$ cat config.mk
export PLATFORM = sky130hd
export DESIGN_NAME = pc_sequencer
export DESIGN_NICKNAME = d
export VERILOG_FILES = /design/src/rtl/pc_sequencer.sv
export SDC_FILE = /design/constraint.sdc
export NUM_CORES = 1
export LEC_CHECK = 0
export CORE_UTILIZATION = 32
export CTS_CLUSTER_SIZE = 20
export DETAILED_ROUTE_END_ITERATION = 6
export MAX_ROUTING_LAYER = met4
export PLACE_DENSITY = 0.8
export SYNTH_ARGS = -nofsm -noshare
export SYNTH_HDL_FRONTEND = slang
export SYNTH_SLANG_ARGS = --single-unit
export TNS_END_PERCENT = 1
$ cat constraint.sdc
create_clock -name clk -period 1.75 [get_ports clk]
set_input_delay 0.2625 -clock clk [delete_from_list [all_inputs] [get_ports clk]]
set_output_delay 0.2625 -clock clk [all_outputs]
set_load 0.01 [all_outputs]
$ cat src/rtl/pc_sequencer.sv
// rtl/pc_sequencer.sv - PC sequencer: RUN/WAIT/HALT control with push-button resume (optional BUTTON_DEBOUNCE_EN)
`timescale 1ns/1ps

module pc_sequencer #(
  parameter int program_code_size = 8,
  parameter int debounce_cycles   = 4
) (
  input  logic                         clk,
  input  logic                         n_reset,
  input  logic [program_code_size-1:0] pc_in,
  input  logic                         is_halt,
  input  logic                         is_wait,
  input  logic                         is_branch,
  input  logic                         zero_flag,
  input  logic [program_code_size-1:0] branch_offset,
  input  logic                         button,
  output logic                         pc_inc,
  output logic                         pc_load,
  output logic [program_code_size-1:0] pc_target,
  output logic                         waiting,
  output logic                         halted
);

  typedef enum logic [1:0] {
    RUN          = 2'd0,
    WAIT_PRESS   = 2'd1,
    WAIT_RELEASE = 2'd2,
    HALT         = 2'd3
  } state_t;

  state_t state;
  state_t state_next;

  logic sync_meta;
  logic sync_out;
  logic btn_s;

  // A zero or negative filter length would make the debounce counter meaningless
  if (debounce_cycles < 1) begin : g_bad_debounce_cfg
    $error("pc_sequencer: debounce_cycles must be at least 1");
  end

  // Two-flop synchronizer bringing the asynchronous button into the clk domain
  always_ff @(posedge clk or negedge n_reset) begin
    if (!n_reset) begin
      sync_meta <= 1'b0;
      sync_out  <= 1'b0;
    end else begin
      sync_meta <= button;
      sync_out  <= sync_meta;
    end
  end

`ifdef BUTTON_DEBOUNCE_EN
  localparam int CNT_W = $clog2(debounce_cycles + 1);

  logic [CNT_W-1:0] db_cnt;
  logic             db_level;

  // Accept a new button level only after it has differed from the filtered level for debounce_cycles cycles in a row
  always_ff @(posedge clk or negedge n_reset) begin
    if (!n_reset) begin
      db_cnt   <= '0;
      db_level <= 1'b0;
    end else if (sync_out == db_level) begin
      db_cnt <= '0;
    end else if (db_cnt == CNT_W'(debounce_cycles - 1)) begin
      db_level <= sync_out;
      db_cnt   <= '0;
    end else begin
      db_cnt <= db_cnt + 1'b1;
    end
  end

  assign btn_s = db_level;
`else
  assign btn_s = sync_out;
`endif

  // Relative branch target wraps modulo the address width in both directions
  assign pc_target = pc_in + branch_offset;

  assign waiting = (state == WAIT_PRESS) || (state == WAIT_RELEASE);
  assign halted  = (state == HALT);

  // State register; reset always lands in RUN regardless of where the sequencer was
  always_ff @(posedge clk or negedge n_reset) begin
    if (!n_reset) begin
      state <= RUN;
    end else begin
      state <= state_next;
    end
  end

  // Next-state and PC request decode; decoder flags only matter in RUN
  always_comb begin
    state_next = state;
    pc_inc     = 1'b0;
    pc_load    = 1'b0;
    case (state)
      RUN: begin
        if (is_halt) begin
          state_next = HALT;
        end else if (is_wait) begin
          state_next = WAIT_PRESS;
        end else if (is_branch && zero_flag) begin
          pc_load = 1'b1;
        end else begin
          pc_inc = 1'b1;
        end
      end
      WAIT_PRESS: begin
        if (btn_s) begin
          state_next = WAIT_RELEASE;
        end
      end
      WAIT_RELEASE: begin
        if (!btn_s) begin
          pc_inc     = 1'b1;
          state_next = RUN;
        end
      end
      HALT: begin
        state_next = HALT;
      end
      default: begin
        state_next = RUN;
      end
    endcase
  end

endmodule

==> results.rst <==
.. list-table::
   :header-rows: 1

   * - Metric
     - Value
   * - Worst-case headroom to the max-slew limit
     - 79.36%
   * - Violations in the final reports
     - design-rule violations, negative setup slack
   * - Total number of nets in the final design
     - 154
   * - Number of antenna violations at the first check in global routing
     - 0
   * - Fraction of final layout cells with drive strength greater than 1
     - 42.74%
   * - Full die area
     - 1882 µm²
   * - Post-DP HPWL
     - 1250 µm
   * - First-pass GRT wire length
     - 2725 µm
   * - Overall Power
     - 896.5 µW
   * - Placer Congestion
     - 0.8059
   * - DRC violation count after routing
     - 6
   * - DRT Pass-1 Iters
     - 5
   * - CP startpoint kind
     - input port
   * - Sum of routed wire length over all layers
     - 1825 µm
   * - Horizontal die dimension
     - 43.39 µm
   * - Final hold slack
     - between 0.2 and 0.25 ns
   * - Maximum vdd drop
     - 0.7333 mV
   * - Max-cap violations
     - 0
   * - Final setup violating endpoints
     - 4
   * - Sequential Area
     - 100.1 µm²
   * - Number of cells after detailed placement
     - 127
   * - Initial Utilization
     - a little over a third
   * - Num CTS Buffers
     - 3
   * - Critical path required time
     - about 1.5 ns
   * - Reg-to-reg startpoint
     - state[0]$_DFFE_PN0P_
   * - Area fraction of the dominant cell type after synthesis
     - 25.11%
   * - Area of the placeable core
     - 1559 µm²
   * - Post-route fraction of the period consumed by the critical path
     - 112.1%
   * - Final count of pins violating max slew
     - 0
   * - Synth Warn #
     - 0
   * - Die H
     - 43.39 µm
   * - Post-detailed-route wirelength per cell
     - 13.72 µm
   * - Fraction of synthesis flops using an asynchronous set or reset pin
     - 100.0%
   * - Diode count
     - 0
   * - Setup slack at placement
     - -1.012 ns
   * - Count of cells along the worst register-to-register path
     - 5
   * - Post-synth EDFFs
     - 0
   * - Final-report hold violation count
     - 0
   * - Max FO, Critical Path
     - 2
   * - Clock skew after layout
     - between 0.0001 and 0.00015 ns
   * - Setup repair after global routing missed its margin
     - yes
   * - Most repeated cell in the gate-level netlist after synthesis
     - sky130_fd_sc_hd__ha_1
   * - Number of placed I/O pins
     - 35
   * - Library cell occupying the most area in the post-synthesis netlist
     - sky130_fd_sc_hd__ha_1
   * - Count of antenna-violating nets left after detailed routing
     - 0
   * - Internal reg-to-reg setup slack
     - around 0.37 ns
   * - Total of flip-flops plus latches after synthesis
     - 4
   * - Total congestion overflow after global routing
     - 0
   * - Startpoint-to-endpoint class of the critical path
     - in -> out
   * - Port Buffers
     - 34
   * - Routed via count
     - 685
   * - Power spent charging and discharging nets
     - 338.6 µW
   * - Total power per unit cell area
     - 793.5 nW/µm²
   * - Syn-to-layout area delta
     - 106.2%
   * - Top cells by area in the synthesized netlist
     - sky130_fd_sc_hd__ha_1 (25%), sky130_fd_sc_hd__dfrtp_1 (18%), sky130_fd_sc_hd__inv_1 (6.8%)
   * - Total number of placement rows
     - 14
   * - Reg2reg end
     - state[1]$_DFFE_PN0P_
   * - CTS Root Buffer Type
     - sky130_fd_sc_hd__clkbuf_4
   * - Area occupied by multi-input gates
     - 523.0 µm²
   * - Distinct cells, synth
     - 26
   * - Number of H-tree levels
     - 1
   * - Vias/cell
     - a little over 5
   * - Run status
     - finished with violations
   * - Clock insertion delay at the later pin of the skew report
     - 0.23 ns
   * - Worst-Margin Slew
     - 0.3064 ns
   * - Syn Area/Cell
     - 8.563 µm²
   * - Post-layout utilization of the core
     - 72.47%
   * - Portion of the post-synthesis area used by sequential elements
     - a little under a fifth
   * - Initial DRC count
     - 14
   * - Internal power component
     - 558.0 µW
   * - Combined global-route utilization of all metal layers
     - 20.74%
   * - Post-synth design cell area
     - 548.0 µm²
   * - Final Instance Count excl. Fillers
     - 133
   * - TritonCTS clock tree
     - yes
   * - WP data arrival
     - 1.70 ns
   * - Highest clock rate
     - 509.8 MHz
   * - Maximum number of pins on one net before global-route repair
     - 6
   * - Worst-path clk slew
     - 0.03 ns
   * - Vias in the first global route
     - 671
   * - Clk sink count
     - 4
   * - Switching part of the total
     - 37.76%
   * - Relative contribution of combinational cells to total power
     - 72.5%
   * - Number of fill cells
     - about 110
   * - Power share of the clock group
     - 12.2%
   * - List of most frequent post-synthesis cells
     - sky130_fd_sc_hd__ha_1 (11), sky130_fd_sc_hd__inv_1 (10), sky130_fd_sc_hd__a21oi_1 (6)
   * - Sequential power share
     - roughly 15%
   * - Lkg Pwr
     - 0.5516 nW
   * - Number of buffers added to fix hold violations after cts
     - 0
   * - Post-synth top flop
     - sky130_fd_sc_hd__dfrtp_1
   * - Deepest clock path buffer count
     - 2
   * - Syn nets
     - 99
   * - Final critical-path setup slack
     - -0.2116 ns
   * - Final critical path time including I/O delays and setup
     - a little under 2 ns
   * - Gate Count Post-Synth
     - 64
   * - Class of the most critical hold timing path
     - in -> async
   * - Endpoint class of the critical path
     - output port
## critical path, cell delays in order
cell and delay (ns):
sky130_fd_sc_hd__buf_6 0.10, sky130_fd_sc_hd__ha_4 0.15, sky130_fd_sc_hd__inv_2 0.05, sky130_fd_sc_hd__fa_2 0.23
sky130_fd_sc_hd__nor2b_4 0.05, sky130_fd_sc_hd__o31a_1 0.26, sky130_fd_sc_hd__or4_1 0.42, sky130_fd_sc_hd__nand3_2 0.08
sky130_fd_sc_hd__buf_6 0.10
## metal layers
metal  wire length [µm]  vias to the layer above  track usage [%]  share of wire, %
li1                   -                      335                -                 -
met1                674                      323            19.01                37
met2               1020                       23            39.39                56
met3                 92                        4            4.167               5.0
met4                 37                        0            11.25               2.0
met5                  0                        -                -                 0
## kinds of logic (layout without fill, tap and decap cells)
logic type | count (synthesis) | in the layout | share of synthesized area, %
AOI/OAI and AO/OA | 18 | 18 | 20.78
muxes | 3 | 3 | 5.708
adders and majority gates | 12 | 12 | 28.77
buffers and inverters | 10 | 63 | 6.850
xor gates and xnor gates | 4 | 4 | 6.394
DFF | 4 | 4 | 18.27
and+or+nand+nor | 13 | 13 | 13.24
## sequential cells by signal, indices dropped and copies added, names as in the netlist
| register | count |
|---|---|
| btn_s | 1 |
| state | 2 |
| sync_meta | 1 |
## layout make-up
type / count / area share [%]
clock buffer: 3 / 1.993
inverter: 10 / 3.322
multi-input combinational: 50 / 46.29
sequential: 4 / 8.859
tap: 16 / 1.772
timing repair buffer: 50 / 37.76
## metrics by stage
step	instance area, µm²	setup TNS [ns]
global route	1130	-0.8526
detailed placement	1013	-5.531
CTS	1112	-0.6171
finish	1130	-0.6276
floorplan	555.5	-0.07510
global placement	1013	-5.354
## worst max-delay path by stage
stage,start,to
global route,branch_offset[3],pc_target[7]
finish,branch_offset[0],pc_target[6]
CTS,branch_offset[0],pc_target[6]
global placement,pc_in[0],pc_target[6]
detailed placement,pc_in[0],pc_target[6]
floorplan,pc_in[0],pc_target[6]
## power groups by stage
stage / logic (mW) / registers [mW] / clock network, mW
after floorplan: 0.315 / 0.142 / 0
after global placement: 0.615 / 0.135 / 0
after detailed placement: 0.632 / 0.137 / 0
after CTS: 0.638 / 0.136 / 0.118
after global routing: 0.716 / 0.139 / 0.125
final: 0.650 / 0.137 / 0.110
## placed cells by master (no fill, tap or decap), types with 2 or more instances in the layout
master,instances
sky130_fd_sc_hd__clkdlybuf4s50_1,12
sky130_fd_sc_hd__xnor2_1,2
sky130_fd_sc_hd__dlymetal6s2s_1,3
sky130_fd_sc_hd__o21ai_0,2
sky130_fd_sc_hd__ha_4,6
sky130_fd_sc_hd__nor3_1,2
sky130_fd_sc_hd__dlygate4sd2_1,5
sky130_fd_sc_hd__a21oi_1,4
sky130_fd_sc_hd__buf_2,7
sky130_fd_sc_hd__dfrtp_1,4
sky130_fd_sc_hd__buf_6,3
sky130_fd_sc_hd__nor2_1,3
sky130_fd_sc_hd__clkdlybuf4s15_1,2
sky130_fd_sc_hd__inv_1,7
sky130_fd_sc_hd__buf_4,16
sky130_fd_sc_hd__ha_1,4
sky130_fd_sc_hd__nand2_1,2
sky130_fd_sc_hd__clkbuf_4,3
sky130_fd_sc_hd__mux2i_1,2
sky130_fd_sc_hd__a21oi_2,2
sky130_fd_sc_hd__inv_2,3
## timing repair
| item | 4_1_cts | 5_1_grt |
|---|---|---|
| pin swaps | 16 | 7 |
| setup endpoints to repair | 9 | 9 |
| buffers inserted | 2 | 1 |
| resized for setup | 62 | 14 |
(Power assumes the default switching activity.)
